==> config.mk <==
export PLATFORM = sky130hd
export DESIGN_NAME = bytes_to_coords_n
export DESIGN_NICKNAME = d
export VERILOG_FILES = /design/src/rtl/bytes_to_coords_pkg.sv /design/src/rtl/coord_shift_reg.sv /design/src/rtl/bytes_to_coords_n.sv
export SDC_FILE = /design/constraint.sdc
export NUM_CORES = 1
export LEC_CHECK = 0
export CAP_MARGIN = 20
export CORE_MARGIN = 2
export CORE_UTILIZATION = 30
export CTS_BUF_LIST = sky130_fd_sc_hd__clkbuf_8 sky130_fd_sc_hd__clkbuf_16
export DETAILED_ROUTE_END_ITERATION = 10
export SETUP_SLACK_MARGIN = 0.4
export SLEW_MARGIN = 25
export SYNTH_ARGS = -nofsm -noshare
export SYNTH_HDL_FRONTEND = slang
export SYNTH_HIERARCHICAL = 1
export SYNTH_SLANG_ARGS = --single-unit
==> constraint.sdc <==
create_clock -name clock -period 4.4 [get_ports clock]
set_input_delay 0.88 -clock clock [delete_from_list [all_inputs] [get_ports clock]]
set_output_delay 0.88 -clock clock [all_outputs]
set_load 0.02 [all_outputs]
==> src/rtl/bytes_to_coords_pkg.sv <==
// Shared types and constants for the bytes_to_coords_n deframer and its shadow register.
package bytes_to_coords_pkg;

    typedef enum logic [1:0] {
        ST_IDLE    = 2'd0,
        ST_PAYLOAD = 2'd1,
        ST_CHECK   = 2'd2,
        ST_TRAILER = 2'd3
    } state_t;

    localparam logic [7:0] DEF_START_BYTE = 8'h53;
    localparam logic [7:0] DEF_END_BYTE   = 8'h45;

    localparam int AXIS_X   = 0;
    localparam int AXIS_Y   = 1;
    localparam int AXIS_Z   = 2;
    localparam int NUM_AXES = AXIS_Z + 1;

    // Bits needed to index n distinct values (never less than one).
    function automatic int idx_width(input int n);
        return (n > 1) ? $clog2(n) : 1;
    endfunction

endpackage

==> src/rtl/coord_shift_reg.sv <==
// Byte-indexed shadow register: byte k of the payload lands in bits [8k +: 8], in wire order.
module coord_shift_reg
    import bytes_to_coords_pkg::*;
#(
    parameter int PB = 12
) (
    input  logic                     clock,
    input  logic                     reset,
    input  logic                     clear_i,
    input  logic                     load_i,
    input  logic [idx_width(PB)-1:0] idx_i,
    input  logic [7:0]               byte_i,
    output logic [PB*8-1:0]          data_o
);

    localparam int IDX_W = idx_width(PB);

    logic [7:0] bytes_q [PB];

    generate
        for (genvar gi = 0; gi < PB; gi++) begin : g_byte
            always_ff @(posedge clock or posedge reset) begin
                if (reset) begin
                    bytes_q[gi] <= 8'h00;
                end else if (clear_i) begin
                    bytes_q[gi] <= 8'h00;
                end else if (load_i && (idx_i == IDX_W'(gi))) begin
                    bytes_q[gi] <= byte_i;
                end
            end
            assign data_o[gi*8 +: 8] = bytes_q[gi];
        end
    endgenerate

endmodule

==> src/rtl/bytes_to_coords_n.sv <==
// Framed byte-stream to NUM_POINTS x (x,y,z) coordinate deframer with timeout.
// Optional payload XOR checksum byte when BYTES_TO_COORDS_CHECKSUM_EN is defined.
module bytes_to_coords_n
    import bytes_to_coords_pkg::*;
#(
    parameter int         NUM_POINTS     = 2,
    parameter int         COORD_WIDTH    = 16,
    parameter logic [7:0] START_BYTE     = DEF_START_BYTE,
    parameter logic [7:0] END_BYTE       = DEF_END_BYTE,
    parameter int         TIMEOUT_CYCLES = 1000
) (
    input  logic                                    clock,
    input  logic                                    reset,
    input  logic [7:0]                              data_byte,
    input  logic                                    we,
    output logic                                    ready,
    output logic [NUM_POINTS*NUM_AXES*COORD_WIDTH-1:0] coords,
    output logic                                    frame_error,
    output logic                                    busy
);

    localparam int TOT_W = NUM_POINTS * NUM_AXES * COORD_WIDTH;
    localparam int PB    = TOT_W / 8;
    localparam int BPA   = COORD_WIDTH / 8;
    localparam int CNT_W = idx_width(PB);
    localparam int TO_W  = idx_width(TIMEOUT_CYCLES);

    localparam logic [CNT_W-1:0] LAST_IDX = CNT_W'(PB - 1);
    localparam logic [TO_W-1:0]  TO_LAST  = TO_W'((TIMEOUT_CYCLES > 0) ? TIMEOUT_CYCLES - 1 : 0);

    state_t             state_q, state_d;
    logic [CNT_W-1:0]   byte_cnt_q, byte_cnt_d;
    logic [TO_W-1:0]    idle_cnt_q, idle_cnt_d;
    logic               ready_q, ready_d;
    logic               frame_error_q, frame_error_d;
    logic [TOT_W-1:0]   coords_q, coords_d;
    logic               sh_clear, sh_load;
    logic               timeout_hit;
    logic [TOT_W-1:0]   shadow_bytes;
    logic [TOT_W-1:0]   shadow_coords;
`ifdef BYTES_TO_COORDS_CHECKSUM_EN
    logic [7:0]         csum_q, csum_d;
`endif

    coord_shift_reg #(.PB(PB)) u_shadow (
        .clock   (clock),
        .reset   (reset),
        .clear_i (sh_clear),
        .load_i  (sh_load),
        .idx_i   (byte_cnt_q),
        .byte_i  (data_byte),
        .data_o  (shadow_bytes)
    );

    // Wire order is axis-major with each axis MSB byte first; remap to the packed coordinate layout.
    generate
        for (genvar gi = 0; gi < PB; gi++) begin : g_map
            localparam int AX = gi / BPA;
            localparam int BJ = gi % BPA;
            assign shadow_coords[AX*COORD_WIDTH + (BPA-1-BJ)*8 +: 8] = shadow_bytes[gi*8 +: 8];
        end
    endgenerate

    assign timeout_hit = (TIMEOUT_CYCLES != 0) && (state_q != ST_IDLE) && !we && (idle_cnt_q == TO_LAST);

    always_comb begin
        state_d       = state_q;
        byte_cnt_d    = byte_cnt_q;
        idle_cnt_d    = idle_cnt_q;
        ready_d       = 1'b0;
        frame_error_d = 1'b0;
        coords_d      = coords_q;
        sh_clear      = 1'b0;
        sh_load       = 1'b0;
`ifdef BYTES_TO_COORDS_CHECKSUM_EN
        csum_d        = csum_q;
`endif

        if (state_q == ST_IDLE || we) begin
            idle_cnt_d = '0;
        end else begin
            idle_cnt_d = idle_cnt_q + 1'b1;
        end

        if (timeout_hit) begin
            state_d       = ST_IDLE;
            frame_error_d = 1'b1;
            idle_cnt_d    = '0;
        end else if (we) begin
            case (state_q)
                ST_IDLE: begin
                    if (data_byte == START_BYTE) begin
                        state_d    = ST_PAYLOAD;
                        byte_cnt_d = '0;
                        sh_clear   = 1'b1;
`ifdef BYTES_TO_COORDS_CHECKSUM_EN
                        csum_d     = 8'h00;
`endif
                    end
                end
                ST_PAYLOAD: begin
                    sh_load    = 1'b1;
                    byte_cnt_d = byte_cnt_q + 1'b1;
`ifdef BYTES_TO_COORDS_CHECKSUM_EN
                    csum_d     = csum_q ^ data_byte;
                    if (byte_cnt_q == LAST_IDX) state_d = ST_CHECK;
`else
                    if (byte_cnt_q == LAST_IDX) state_d = ST_TRAILER;
`endif
                end
`ifdef BYTES_TO_COORDS_CHECKSUM_EN
                ST_CHECK: begin
                    if (data_byte == csum_q) begin
                        state_d = ST_TRAILER;
                    end else begin
                        state_d       = ST_IDLE;
                        frame_error_d = 1'b1;
                    end
                end
`endif
                ST_TRAILER: begin
                    if (data_byte == END_BYTE) begin
                        coords_d = shadow_coords;
                        ready_d  = 1'b1;
                        state_d  = ST_IDLE;
                    end else begin
                        frame_error_d = 1'b1;
                        // A stray start marker in the trailer slot begins the next frame right away.
                        if (data_byte == START_BYTE) begin
                            state_d    = ST_PAYLOAD;
                            byte_cnt_d = '0;
                            sh_clear   = 1'b1;
`ifdef BYTES_TO_COORDS_CHECKSUM_EN
                            csum_d     = 8'h00;
`endif
                        end else begin
                            state_d = ST_IDLE;
                        end
                    end
                end
                default: state_d = ST_IDLE;
            endcase
        end
    end

    always_ff @(posedge clock or posedge reset) begin
        if (reset) begin
            state_q       <= ST_IDLE;
            byte_cnt_q    <= '0;
            idle_cnt_q    <= '0;
            ready_q       <= 1'b0;
            frame_error_q <= 1'b0;
            coords_q      <= '0;
        end else begin
            state_q       <= state_d;
            byte_cnt_q    <= byte_cnt_d;
            idle_cnt_q    <= idle_cnt_d;
            ready_q       <= ready_d;
            frame_error_q <= frame_error_d;
            coords_q      <= coords_d;
        end
    end

`ifdef BYTES_TO_COORDS_CHECKSUM_EN
    always_ff @(posedge clock or posedge reset) begin
        if (reset) begin
            csum_q <= 8'h00;
        end else begin
            csum_q <= csum_d;
        end
    end
`endif

    assign ready       = ready_q;
    assign frame_error = frame_error_q;
    assign coords      = coords_q;
    assign busy        = (state_q != ST_IDLE);

endmodule

## Yosys cells after proc, flatten, opt, wreduce, memory -nomap -nowiden

Index checks and enable logic that the tools add are counted.

- Memory bits (read-only): 0
- Input bits: 11
- RAM bits: 0
- Logic and storage cells: 128
- Bits in registers: 210
- Latch bits: 0
- Memories: 0
- Output and inout port bits: 99

- Bitwise gates (word level): 1
- Shift-type cells: 0
- Reduce and logical (&&, ||, !) cells: 36
- Muxes and demuxes: 52
- Equal/unequal tests: 19
- Div/mod/pow operators: 0
- $mul: 0
- $lt $le $gt $ge: 0
- Add/subtract/negate cells: 2

Operators with widths:

| cell | count |
|---|---|
| 8-bit 2-to-1 mux | 24 |
| 2-bit nonzero test | 14 |
| 10-bit 2-to-1 mux | 2 |
| 1-bit 2-to-1 mux | 17 |
| 4-bit by 3-bit equality test with 1-bit output (second input constant) | 4 |
| 4-bit equality test (second input constant) | 4 |
| 8-bit by 7-bit equality test with 1-bit output (second input constant) | 2 |
| 1-bit logical AND | 14 |
| 4-bit case mux with 3 select lines | 1 |
| 10-bit by 1-bit adder with 10-bit output (second input constant) | 1 |
| 10-bit equality test (second input constant) | 1 |
| 4-bit by 2-bit equality test with 1-bit output (second input constant) | 2 |
| 2-bit 2-to-1 mux | 4 |
| 4-bit 2-to-1 mux | 2 |
| 4-bit AND reduction | 2 |
| 2-bit case mux with 3 select lines | 1 |
| 4-bit by 1-bit adder with 4-bit output (second input constant) | 1 |
| 4-bit by 1-bit equality test with 1-bit output (second input constant) | 1 |
| 4-bit zero test | 1 |
| 3-bit by 2-bit != test with 1-bit output (second input constant) | 1 |
| 3-bit != test (second input constant) | 1 |
| 3-bit AND reduction | 1 |
| 3-bit nonzero test | 1 |
| 2-bit by 1-bit equality test with 1-bit output (second input constant) | 1 |
| other kinds (7) | 7 |

## Logic depth before layout (Yosys ltp)

- Word-level depth: 7
- Gate-level depth with buffers: 9
- Mapped depth without buffers: 7

## Modules after synthesis

Netlist, hierarchy kept.

By module, submodules not included:

| module | area an instance (sq um) | cells each | instances | seq. area each (sq um) |
|---|---|---|---|---|
| bytes_to_coords_n | 4613.2 | 314 | 1 | 2852.7 |
| coord_shift_reg | 4276.6 | 340 | 1 | 2402.3 |

## Worst setup path before layout

OpenSTA, ideal clock, no wires.

- Path type: input to register
- Start point: input data_byte[3]
- End point: register u_shadow.bytes_q (netlist bit u_shadow/data_o[26])
- Slack: 1.566 ns
- Required time: 4.270 ns
- Setup time: 0.130 ns
- Arrival: 2.704 ns
- Path buffers: 2
- Stages on the path: 7
- Path through: or4b_4 -> nor2_1 -> nor4b_1 -> clkbuf_1 -> nand2b_1 -> buf_2 -> mux2i_1

- Cells in the longest elaborated chain, start to end: 7
- Elaborated cells on any way between the ends: 9
- Classes of those cells: eq/ne: 2; mux: 6; reduce/logical: 1

RTL lines:

| element | line | text |
|---|---|---|
| from (decl) | bytes_to_coords_n.sv:14 | `input logic [7:0] data_byte,` |
| 8-bit by 7-bit equality test with 1-bit output | bytes_to_coords_n.sv:92, bytes_to_coords_n.sv:129 |  |
| 1-bit 2-to-1 mux | bytes_to_coords_n.sv:92, bytes_to_coords_n.sv:129 |  |
| 1-bit 2-to-1 mux | bytes_to_coords_n.sv:122 | `if (data_byte == END_BYTE) begin` |
| 1-bit case mux with 2 select lines * | bytes_to_coords_n.sv:90 | `case (state_q)` |
| 1-bit 2-to-1 mux * | bytes_to_coords_n.sv:89 | `end else if (we) begin` |
| 1-bit 2-to-1 mux * | bytes_to_coords_n.sv:85 | `if (timeout_hit) begin` |
| via sh_clear | bytes_to_coords_n.sv:37 | `logic sh_clear, sh_load;` |
| 8-bit 2-to-1 mux / 2-bit nonzero test (equally long branches) | -- |  |
| to (signal, indexed assignment) | coord_shift_reg.sv:28 | `bytes_q[gi] <= byte_i;` |
| to (decl) | coord_shift_reg.sv:18 | `logic [7:0] bytes_q [PB];` |

Mark *: on every way through the listed nets, which the timed path passes. The rest lies on a longest branch.
A chain may end at the register's enable or synchronous reset.

## Final worst setup path

- Start point: input data_byte[3]
- End point: register u_shadow.bytes_q (netlist bit u_shadow/data_o[15])

Same word-level chain as after synthesis.

==> impl_metrics.toml <==
[cts]
numCtsBuffers = 23
root_buffer = "clkbuf_16"
cts_tree = "done"
clkLatencyLatePin_ns = 0.51
post_cts_buffers = 0
ctsHoldBuffers = 0
clock_sink_count = 210
cts_buffer_depth = 3
post_cts_resized = 0
path_clk_slew_ns = 0.06
htreeDepth = 1

[placement]
placed_cells = 1134
port_buffers = 109
place.gp.congestion = 0.770
postPlaceCellArea_um2 = 10500
dp_hpwl_um = 13700

[worst_hold_path]
hp-class = "flop to flop"
hp-start = "coords[29]$_DFFE_PP0P_"
whs_path_depth = 1
hold_end = "coords[29]$_DFFE_PP0P_"

[setup_path]
crit_family = "simple AND/OR/NAND/NOR gates"
reg2reg_slack_ns = 1.96
crit_start = "data_byte[3]"
path_depth = 7
worstPathCellList = "clkdlybuf4s50_1, or4b_4, nor2_1, nor4b_2, buf_4, nand2b_1, mux2i_1"
arrival_ns = 3.44
critical_path.max_stage_delay_ns = 0.59
slowest_stage = "or4b_4"
r2r-end = "u_shadow/data_o[15]$_DFFE_PP0P_"
crit_required_ns = 4.75
r2r-start = "state_q[1]$_DFFE_PP0P_"
end_kind = "flop"
cp-start-kind = "input port"
crit_type = "input port to flop"
crit_buf_inv = 2
critPathMaxFanout = 12
rr_worst_depth = 7

[final_layout]
utilization_pct = 38.2
stdcell_area_um2 = 11200
finalNonFillerCells = 1173
antennaDiodeCount = 0
fill_cells = 2815
nNetsFinal = 786
areaGrowthSynthToFinish_pct = 26.4
drive_gt1_share_pct = 15.8

[global_routing]
grt_use_total_pct = 13.4
grt_pass1_wl_um = 32500
antenna_found_initial = 0
grt_max_degree = 81
grt_pass1_vias = 5513
overflow = 0

[synth]
yosys.area.top_type = "dfrtp_1"
synth_area_leaders = "dfrtp_1 (59%), mux2i_1 (11%), nand2b_1 (7.4%), mux2_2 (6.3%), mux2_1 (5.8%)"
syn_area_per_cell_um2 = 13.6
ys_types = 44
syn-num-nets = 671
netlist_area_um2 = 8890
yosysSeqAreaShare_pct = 59.1
synth_flop_cell = "dfrtp_1"
synthCells = 654
synthArstFlopShare_pct = 100
ys_warn_count = 6
ys_seq_elements = 210
synth.top_cell.area_share_pct = 59.1
synth_edf_count = 0

[power_and_ir_drop]
p_int_mw = 3.82
max-vdd-ir-drop_v = 0.000257
p_sw_mw = 1.43
total_leakage_power_nw = 5.69
p_comb_share_pct = 14.1
p_sw_share_pct = 27.2
cellPowerDensity_nw_per_um2 = 467
p_total_mw = 5.25
clockPowerShare_pct = 37.6
seqPwrFrac_pct = 48.3

[sta]
fin_skew_ns = 0.0170
max_freq_ghz = 0.323
hold_viol_final = 0
min_period_over_period_pct = 70.3
setup_tns_ns = 0
min_period_ns = 3.09
rsz0062_at_grt = "false"
setup_viol = 0
relSlewSlack_pct = 45.9
worst_pin_slew_ns = 0.811
finalMaxSlewViolations = 0

[floorplan]
core_area_um2 = 29400
die_w_um = 176
rows = 63
dieArea_um2 = 31000
start_util_pct = 30.2
boundaryPins = 110
chipHeight_um = 176

[route]
final_antenna_net_count = 0
drt_wl_total_um = 20300
wl_per_cell_um = 17.3
dr.first_iter.drc_count = 217
routed-via-count = 5227
drc = 0
viasPerCell = 4.46
firstDrtPassIters = 4

[flow_run]
maxCapViolCount = 0

[outcome]
status = "finished clean"
stage by stage:
stage          worst slack [ns]  hold WS [ns]
2_1_floorplan             0.504         0.455
3_3_place_gp              0.844         0.471
3_5_place_dp              0.831         0.475
4_1_cts                    1.31         0.489
5_1_grt                    1.15         0.507
6_report                   1.31         0.481
logic make-up (layout without fill, tap and decap cells):
kind of cell,Yosys count,count (layout),share of synthesized area (%)
adder cells (fa/ha/maj),6,6,0.844
AO/OA/AOI/OAI,12,12,1.22
AND/OR/NAND/NOR,180,180,12.6
XOR/XNOR,8,8,0.788
flip-flops,210,210,59.1
multiplexers,192,192,23.0
buffers and inverters,46,175,2.49
Yosys cell counts (8+ instances only):
cell / count
mux2_2: 50
clkbuf_1: 12
nand2_2: 9
nand3_1: 8
inv_1: 10
dfrtp_1: 210
mux2_1: 46
mux2i_1: 96
nor2_1: 18
nand2b_1: 105
buf_2: 17
power by group through the flow:
stage / registers (mW) / clock network, mW / logic, mW
3_3_place_gp: 2.58 / 0 / 0.720
4_1_cts: 2.55 / 2.04 / 0.748
6_report: 2.54 / 1.98 / 0.738
2_1_floorplan: 2.45 / 0 / 0.578
3_5_place_dp: 2.58 / 0 / 0.739
5_1_grt: 2.59 / 2.11 / 0.840
layer usage:
metal	GRT usage [%]	vias to the layer above	routed length [µm]	part of all wire, %
li1	-	2461	-	-
met4	3.20	0	347	1.7
met3	2.73	27	914	4.5
met1	18.0	2656	9380	46
met5	0	-	0	0
met2	22.1	83	9660	48
state kept, by name (all words and copies together) (netlist names):
signal and cells:
idle_cnt_q 10, coords 96, u_shadow/data_o 96, state_q 2
ready 1, frame_error 1, byte_cnt_q 4
cell usage in the layout, fill, tap and decap left out, types with 6 or more instances in the layout:
cell | netlist | final
mux2i_1 | 96 | 96
clkdlybuf4s50_1 | 0 | 109
nand2_2 | 9 | 9
nor3_1 | 6 | 6
nand2_1 | 6 | 6
inv_1 | 10 | 12
xnor2_1 | 6 | 6
buf_4 | 5 | 14
mux2_2 | 50 | 50
clkbuf_16 | 0 | 23
nand3_1 | 8 | 8
mux2_1 | 46 | 46
dfrtp_1 | 210 | 210
nor2_1 | 18 | 18
ha_1 | 6 | 6
nand2b_1 | 105 | 105
how the worst max path moves through the flow:
stage | to | slack (ns)
final | u_shadow/data_o[15]$_DFFE_PP0P_ | 1.31
after global routing | u_shadow/data_o[95]$_DFFE_PP0P_ | 1.15
after CTS | u_shadow/data_o[15]$_DFFE_PP0P_ | 1.31
after detailed placement | u_shadow/data_o[79]$_DFFE_PP0P_ | 0.83
after global placement | u_shadow/data_o[56]$_DFFE_PP0P_ | 0.84
after floorplan | byte_cnt_q[0]$_DFFE_PP0P_ | 0.50
layout make-up:
| type | instances | area (µm²) | share of cell area [%] |
|---|---|---|---|
| flip-flops and latches | 210 | 5260 | 46.7 |
| well taps | 390 | 488 | 4.34 |
| clock buffers | 25 | 603 | 5.37 |
| clock inverters | 14 | 171 | 1.52 |
| inverters | 10 | 42.5 | 0.378 |
| repair buffers | 126 | 1260 | 11.2 |
| multi-input cells | 398 | 3420 | 30.5 |
(Power assumes the default switching activity.)
